### src/rtl/obi_interconnect_pkg.sv
// ============================================================================
// obi_interconnect_pkg
// ----------------------------------------------------------------------------
// Shared definitions for the OBI system bus interconnect.
//   OBI_ADDR_W   : width of an OBI address bus
//   master_idx_t : widest master index the interconnect is built for; each
//                  arbiter instance uses the low MASTER_BITS of it
//   arb_state_e  : per-slave arbiter states (idle search / address locked)
// ============================================================================
package obi_interconnect_pkg;

    localparam int OBI_ADDR_W       = 32;
    localparam int MASTER_IDX_MAX_W = 8;

    typedef logic [MASTER_IDX_MAX_W-1:0] master_idx_t;

    typedef enum logic {
        ARB_IDLE   = 1'b0,
        ARB_LOCKED = 1'b1
    } arb_state_e;

endpackage

### src/rtl/obi_arb_id_fifo.sv
// ============================================================================
// obi_arb_id_fifo
// ----------------------------------------------------------------------------
// In-order FIFO of master indices for the per-slave arbiter. Each granted
// transaction pushes the granting master's index; each accepted slave
// response pops it. Built as a shift register so the head is always a
// register output (entry 0) and can drive the response demux without a
// read-pointer mux in front of it.
//
// Ports:
//   clk_i, rst_ni : clock, asynchronous active-low reset
//   push          : write push_data (ignored while full)
//   push_data     : master index to enqueue
//   pop           : drop the head entry (ignored while empty)
//   head          : oldest entry; zero when empty
//   full, empty   : occupancy flags
//   count         : number of stored entries
// ============================================================================
module obi_arb_id_fifo #(
    parameter int WIDTH = 2,
    parameter int DEPTH = 2
) (
    input  logic                         clk_i,
    input  logic                         rst_ni,
    input  logic                         push,
    input  logic [WIDTH-1:0]             push_data,
    input  logic                         pop,
    output logic [WIDTH-1:0]             head,
    output logic                         full,
    output logic                         empty,
    output logic [$clog2(DEPTH+1)-1:0]   count
);

    localparam int CNT_W = $clog2(DEPTH + 1);

    logic [WIDTH-1:0] mem [DEPTH];
    logic [CNT_W-1:0] cnt;
    logic             push_ok;
    logic             pop_ok;
    logic [CNT_W-1:0] wr_pos;

    assign full    = (cnt == CNT_W'(DEPTH));
    assign empty   = (cnt == '0);
    assign push_ok = push & ~full;
    assign pop_ok  = pop & ~empty;

    // When a pop shifts everything down in the same cycle, the new entry
    // lands one slot lower than the current occupancy.
    assign wr_pos  = pop_ok ? (cnt - CNT_W'(1)) : cnt;

    // Storage and occupancy. A pop shifts the queue towards entry 0 and
    // fills the vacated top slot with zero, so an empty FIFO always shows a
    // zero head. A push in the same cycle overrides the shifted value at
    // its write position because it is assigned later in the block.
    always_ff @(posedge clk_i or negedge rst_ni) begin
        if (!rst_ni) begin
            cnt <= '0;
            for (int i = 0; i < DEPTH; i++) begin
                mem[i] <= '0;
            end
        end else begin
            if (pop_ok) begin
                for (int i = 0; i < DEPTH - 1; i++) begin
                    mem[i] <= mem[i+1];
                end
                mem[DEPTH-1] <= '0;
            end
            if (push_ok) begin
                for (int i = 0; i < DEPTH; i++) begin
                    if (wr_pos == CNT_W'(i)) begin
                        mem[i] <= push_data;
                    end
                end
            end
            cnt <= cnt + CNT_W'(push_ok) - CNT_W'(pop_ok);
        end
    end

    assign head  = mem[0];
    assign count = cnt;

endmodule

### src/rtl/obi_rr_slave_arbiter.sv
// ============================================================================
// obi_rr_slave_arbiter
// ----------------------------------------------------------------------------
// Per-slave arbiter of the OBI interconnect. MASTERS requesters share one
// slave port. A round-robin search picks the next master whose request
// decodes to this slave; once the request is shown to the slave without a
// grant, the choice is locked until the handshake completes. Granted master
// indices are queued in order so every rvalid is routed back to the master
// that issued the matching request.
//
// Configuration:
//   OBI_ARB_FIXED_PRIO_EN : when defined, the round-robin pointer is removed
//                           and the lowest-index requester always wins the
//                           idle search (locking and response tracking stay
//                           the same).
//
// Ports:
//   clk_i, rst_ni      : clock, asynchronous active-low reset
//   master_req_i       : OBI req per master
//   master_addr_i      : OBI addr per master
//   slave_addr_mask_i  : decode mask for this slave
//   slave_addr_base_i  : decode base; match when (addr & mask) == base
//   slave_gnt_i        : slave address-phase grant
//   slave_rvalid_i     : slave response valid
//   slave_req_o        : req forwarded to the slave
//   master_sel_int_o   : index of the master owning the address phase
//   master_sel_vec_o   : one-hot of master_sel_int_o, zero when none
//   granted_master_o   : a master is selected
//   master_gnt_o       : slave grant routed to the selected master
//   rsp_sel_int_o      : master owed the next response (FIFO head)
//   master_rvalid_o    : slave rvalid routed to rsp_sel_int_o
//   outstanding_o      : number of granted transactions awaiting rvalid
// ============================================================================
module obi_rr_slave_arbiter
    import obi_interconnect_pkg::*;
#(
    parameter int MASTERS         = 3,
    parameter int MASTER_BITS     = (MASTERS == 1) ? 1 : $clog2(MASTERS),
    parameter int MAX_OUTSTANDING = 2
) (
    input  logic                                   clk_i,
    input  logic                                   rst_ni,
    input  logic [MASTERS-1:0]                     master_req_i,
    input  logic [MASTERS-1:0][OBI_ADDR_W-1:0]     master_addr_i,
    input  logic [OBI_ADDR_W-1:0]                  slave_addr_mask_i,
    input  logic [OBI_ADDR_W-1:0]                  slave_addr_base_i,
    input  logic                                   slave_gnt_i,
    input  logic                                   slave_rvalid_i,
    output logic                                   slave_req_o,
    output logic [MASTER_BITS-1:0]                 master_sel_int_o,
    output logic [MASTERS-1:0]                     master_sel_vec_o,
    output logic                                   granted_master_o,
    output logic [MASTERS-1:0]                     master_gnt_o,
    output logic [MASTER_BITS-1:0]                 rsp_sel_int_o,
    output logic [MASTERS-1:0]                     master_rvalid_o,
    output logic [$clog2(MAX_OUTSTANDING+1)-1:0]   outstanding_o
);

    arb_state_e             state;
    arb_state_e             state_next;
    logic [MASTER_BITS-1:0] lock_idx;
    logic [MASTER_BITS-1:0] lock_next;
    logic [MASTER_BITS-1:0] pick_idx;
    logic [MASTER_BITS-1:0] cand_idx;
    logic                   cand_valid;
    logic [MASTERS-1:0]     dreq;
    logic                   handshake;
    logic                   rsp_pop;
    logic                   fifo_full;
    logic                   fifo_empty;
    logic [MASTER_BITS-1:0] fifo_head;

    // Cyclic search for the first set request at or above 'start',
    // wrapping from the top master back to master 0.
    function automatic logic [MASTER_BITS-1:0] pick_first(
        input logic [MASTERS-1:0] req,
        input int                 start
    );
        logic [MASTER_BITS-1:0] pick;
        logic                   found;
        int                     idx;
        pick  = '0;
        found = 1'b0;
        for (int k = 0; k < MASTERS; k++) begin
            idx = (start + k) % MASTERS;
            if (!found && req[idx]) begin
                pick  = MASTER_BITS'(idx);
                found = 1'b1;
            end
        end
        return pick;
    endfunction

    // A request only competes for this slave when its address decodes here.
    always_comb begin
        dreq = '0;
        for (int m = 0; m < MASTERS; m++) begin
            dreq[m] = master_req_i[m] &
                      ((master_addr_i[m] & slave_addr_mask_i) == slave_addr_base_i);
        end
    end

`ifdef OBI_ARB_FIXED_PRIO_EN
    // Fixed priority: the search always starts at master 0.
    assign pick_idx = pick_first(dreq, 0);
`else
    logic [MASTER_BITS-1:0] rr_ptr;

    assign pick_idx = pick_first(dreq, int'(rr_ptr));

    // After every completed handshake the search restarts just above the
    // master that was served, so each requester gets a turn. With a single
    // master this always loads zero.
    always_ff @(posedge clk_i or negedge rst_ni) begin
        if (!rst_ni) begin
            rr_ptr <= '0;
        end else if (handshake) begin
            rr_ptr <= (cand_idx == MASTER_BITS'(MASTERS - 1)) ?
                      '0 : cand_idx + MASTER_BITS'(1);
        end
    end
`endif

    // State and lock registers. The lock index is only meaningful while
    // locked but is kept reset to zero so its value is always defined.
    always_ff @(posedge clk_i or negedge rst_ni) begin
        if (!rst_ni) begin
            state    <= ARB_IDLE;
            lock_idx <= '0;
        end else begin
            state    <= state_next;
            lock_idx <= lock_next;
        end
    end

    // Candidate selection and next state. In idle the search result is
    // offered; if the slave does not grant it immediately, it is frozen so
    // the address phase stays stable until the grant. If the locked master
    // withdraws its request the lock is simply released and nothing is
    // recorded, since no handshake happened.
    always_comb begin
        state_next = state;
        lock_next  = lock_idx;
        cand_valid = 1'b0;
        cand_idx   = '0;
        case (state)
            ARB_IDLE: begin
                cand_valid = |dreq;
                cand_idx   = pick_idx;
                if (cand_valid && !fifo_full && !slave_gnt_i) begin
                    state_next = ARB_LOCKED;
                    lock_next  = pick_idx;
                end
            end
            ARB_LOCKED: begin
                cand_valid = dreq[lock_idx];
                cand_idx   = lock_idx;
                if (!cand_valid || (!fifo_full && slave_gnt_i)) begin
                    state_next = ARB_IDLE;
                end
            end
            default: begin
                state_next = ARB_IDLE;
            end
        endcase
    end

    // Address phase. The selection outputs keep showing the candidate while
    // the ID FIFO is full; only the request to the slave is held back so no
    // transaction can be granted that could not be tracked.
    assign slave_req_o      = cand_valid & ~fifo_full;
    assign handshake        = slave_req_o & slave_gnt_i;
    assign master_sel_int_o = cand_valid ? cand_idx : '0;
    assign master_sel_vec_o = cand_valid ? (MASTERS'(1) << cand_idx) : '0;
    assign granted_master_o = |master_sel_vec_o;
    assign master_gnt_o     = handshake ? master_sel_vec_o : '0;

    // Response phase. An rvalid with nothing outstanding is dropped.
    assign rsp_pop          = slave_rvalid_i & ~fifo_empty;
    assign master_rvalid_o  = rsp_pop ? (MASTERS'(1) << fifo_head) : '0;
    assign rsp_sel_int_o    = fifo_head;

    obi_arb_id_fifo #(
        .WIDTH (MASTER_BITS),
        .DEPTH (MAX_OUTSTANDING)
    ) u_id_fifo (
        .clk_i     (clk_i),
        .rst_ni    (rst_ni),
        .push      (handshake),
        .push_data (cand_idx),
        .pop       (rsp_pop),
        .head      (fifo_head),
        .full      (fifo_full),
        .empty     (fifo_empty),
        .count     (outstanding_o)
    );

endmodule

### config.mk
export PLATFORM = sky130hd
export DESIGN_NAME = obi_rr_slave_arbiter
export DESIGN_NICKNAME = d
export VERILOG_FILES = /design/src/rtl/obi_interconnect_pkg.sv /design/src/rtl/obi_arb_id_fifo.sv /design/src/rtl/obi_rr_slave_arbiter.sv
export SDC_FILE = /design/constraint.sdc
export NUM_CORES = 1
export LEC_CHECK = 0
export BUFFER_PORTS_ARGS = -buffer_cell sky130_fd_sc_hd__buf_2
export CORE_UTILIZATION = 39
export CTS_CLUSTER_DIAMETER = 200
export DETAILED_ROUTE_END_ITERATION = 16
export PLACE_DENSITY = 0.76
export SYNTH_ARGS = -nofsm -noshare
export SYNTH_HDL_FRONTEND = slang
export SYNTH_SLANG_ARGS = --single-unit
### constraint.sdc
create_clock -name clk_i -period 6.8 [get_ports clk_i]
set_clock_uncertainty 0.2 [all_clocks]
set_input_delay 1.7 -clock clk_i [delete_from_list [all_inputs] [get_ports clk_i]]
set_output_delay 1.7 -clock clk_i [all_outputs]
set_load 0.05 [all_outputs]
==> flow_metrics.tcl <==
set metrics [dict create \
    end_kind "output port" \
    die_w_um 85.3 \
    grt_max_degree 13 \
    pwr_density_cell_nw_per_um2 105 \
    postCtsSetupRepairBufs 0 \
    crit_path_max_incr_delay_ns 0.58 \
    cell_internal_pwr_mw 0.221 \
    r2r_slack_ns 4.33 \
    final_util 0.570 \
    area_growth_pct 42.1 \
    arrival_ns 4.78 \
    finalWirelength_um 10200 \
    critPathRequiredTime_ns 4.90 \
    p_switching_mw 0.182 \
    post_drt_wl_per_cell_um 15.5 \
    place_congestion 0.915 \
    crit_path_cell_trace "buf_2, a21oi_1, o22ai_1, or3_1, or4_1, or4_1, o311a_4, buf_4, nand2b_1, nor3_1, buf_4" \
    async_flop_share 1.00 \
    via_count 3699 \
    grt_pass1_wl_um 15700 \
    antenna_cells 0 \
    whs_ns 0.356 \
    max_freq_ghz 0.150 \
    slew_headroom 0.590 \
    syn_avg_cell_area_um2 6.96 \
    hp-class "flip-flop to flip-flop" \
    yosys_warnings 0 \
    status "finished clean" \
    yosysTopAreaCell "xor2_1" \
    core_um2 6760 \
    cts_tree "built" \
    yosysMostFrequentCell "nand2_1" \
    p_seq_frac 0.193 \
    initial_utilization 0.401 \
    fin_total_pwr_mw 0.403 \
    nets 754 \
    vias_per_cell 5.60 \
    ys_seq_area_frac 0.102 \
    antenna_found_initial 0 \
    layout_min_cycle_time_ns 6.68 \
    drtAntennaViolNets 0 \
    synth_edf_count 0 \
    fin_ws_ns 0.119 \
    peakVddDrop_mv 0.0679 \
    clkPwrFrac 0.160 \
    drv_slew 0 \
    cts_buffers 3 \
    drive_above_1_share 0.372 \
    cp_slowest_cell "or4_1" \
    root_buffer "clkbuf_8" \
    worst_pin_slew_ns 0.600 \
    startpoint_type "input port" \
    ios 184 \
    synthFlopType "dfrtp_1" \
    dr.pass1.iters 5 \
    p_comb_frac 0.647 \
    die_h_um 85.3 \
    min_period_over_period 0.983 \
    place_ws_ns 0.0278 \
    h-tree-depth 1 \
    cellLeakagePower_nw 1.91 \
    synth-seq-cells 11 \
    synthCells 389 \
    cts.clk_slew.worst_paths_ns 0.05 \
    setup_viol 0 \
    track_usage 0.271 \
    fp-row-count 30 \
    die_area_um2 7280 \
    initialDrtViolationCount 188 \
    drc_errors 0 \
    grt_pass1_vias 3527 \
    synth_top_area_share 0.142 \
    worstPathMaxFanout 7 \
    rsz0062_at_grt "false" \
    synth_nets 562 \
    maxCapViolations 0 \
    place_hpwl_um 9010 \
    grt_overflow_total 0 \
    synthTopCellsByCount "85 x nand2_1, 44 x xor2_1, 23 x xnor2_1" \
    synth_area_um2 2710 \
    path_class "input port to output port" \
    ctsLongestPathBuffers 2 \
    cts.sinks 11 \
    worstSkewPairLatency_ns 0.24 \
    sw_frac_of_total 0.452 \
    synthTopCellsByArea "xor2_1 14%, nand2_1 12%, dfrtp_1 10%, xnor2_1 7.4%, and3_1 3.9%" \
    io_buffers 183 \
    synth_cell_types 57 \
    hold_violations 0 \
]
[sequential cells by signal, indices dropped and copies added (netlist names)]
name,flops
u_id_fifo.head,2
lock_idx,2
u_id_fifo.count,2
rr_ptr,2
u_id_fifo.mem,2
state,1
[metrics by stage]
stage,instances,setup TNS [ns],area (um2)
3_5_place_dp,656,0,3790
5_1_grt,660,0,3850
2_1_floorplan,389,-0.679,2730
6_report,660,0,3850
3_3_place_gp,656,0,3790
4_1_cts,660,0,3830
[final timing paths]
path	to	depth (start not counted)	startpoint
min in group asynchronous	u_id_fifo.head[1]	1	rst_ni
hold / removal	u_id_fifo.count[1]	1	u_id_fifo.count[1]
setup reg to reg	u_id_fifo.head[1]	8	u_id_fifo.count[1]
max in group asynchronous	u_id_fifo.count[1]	1	rst_ni
hold reg to reg	u_id_fifo.count[1]	1	u_id_fifo.count[1]
setup / recovery	master_sel_vec_o[1]	11	master_addr_i[87]
[timing repair]
action | 4_1_cts | 5_1_grt
hold buffers | 0 | 0
gates resized for setup | 0 | 8
endpoints found under the setup margin | 0 | 6
[power groups by stage]
stage | clock network, mW | logic (mW) | registers [mW]
after floorplan | 0 | 0.128 | 0.100
after global placement | 0 | 0.253 | 0.0787
after detailed placement | 0 | 0.258 | 0.0790
after CTS | 0.0665 | 0.259 | 0.0779
after global routing | 0.0697 | 0.289 | 0.0789
final | 0.0646 | 0.261 | 0.0779
[critical path: cells and delay by family]
family | cells | cell delay, ns
AND/OR/NAND/NOR | 5 | 2.01
AO/OA/AOI/OAI | 3 | 0.58
buffers and inverters | 3 | 0.48
[metal layers]
metal,global-route usage,vias up,wire (um)
met2,0.512,195,5100
met4,0.105,0,291
met3,0.0224,22,598
met1,0.315,1673,4250
met5,0,-,0
li1,-,1809,-
[cell type report]
cell class / count / area (um2)
clock buffer: 4 / 45.0
fill: 683 / 2910
inverter: 11 / 41.3
multi-input combinational: 360 / 2380
sequential: 11 / 275
tap: 80 / 100
timing repair buffer: 194 / 1010
[cells in the final DEF, fill, tap and decap left out, types with 6 or more instances in the layout]
cell type	instances
xor2_1	44
and3_1	17
o21ai_0	6
nor4_1	9
dfrtp_1	11
buf_4	12
nor3_1	8
xnor2_1	23
or3_1	6
buf_2	178
inv_1	11
nor2_1	11
or4_1	6
a21oi_1	19
nand4_1	12
nand2_1	85
ha_1	6
nand3_1	18
[cell families (layout without fill, tap and decap cells)]
| logic type | count (synthesis) | after routing | share of synthesized area |
|---|---|---|---|
| and+or+nand+nor | 204 | 204 | 0.390 |
| muxes | 7 | 7 | 0.0277 |
| AOI/OAI and AO/OA | 76 | 76 | 0.208 |
| buffers and inverters | 18 | 209 | 0.0286 |
| xor gates and xnor gates | 67 | 67 | 0.217 |
| DFF | 11 | 11 | 0.102 |
| adders and majority gates | 6 | 6 | 0.0277 |
Note: power is estimated with default switching activity, not from simulation.
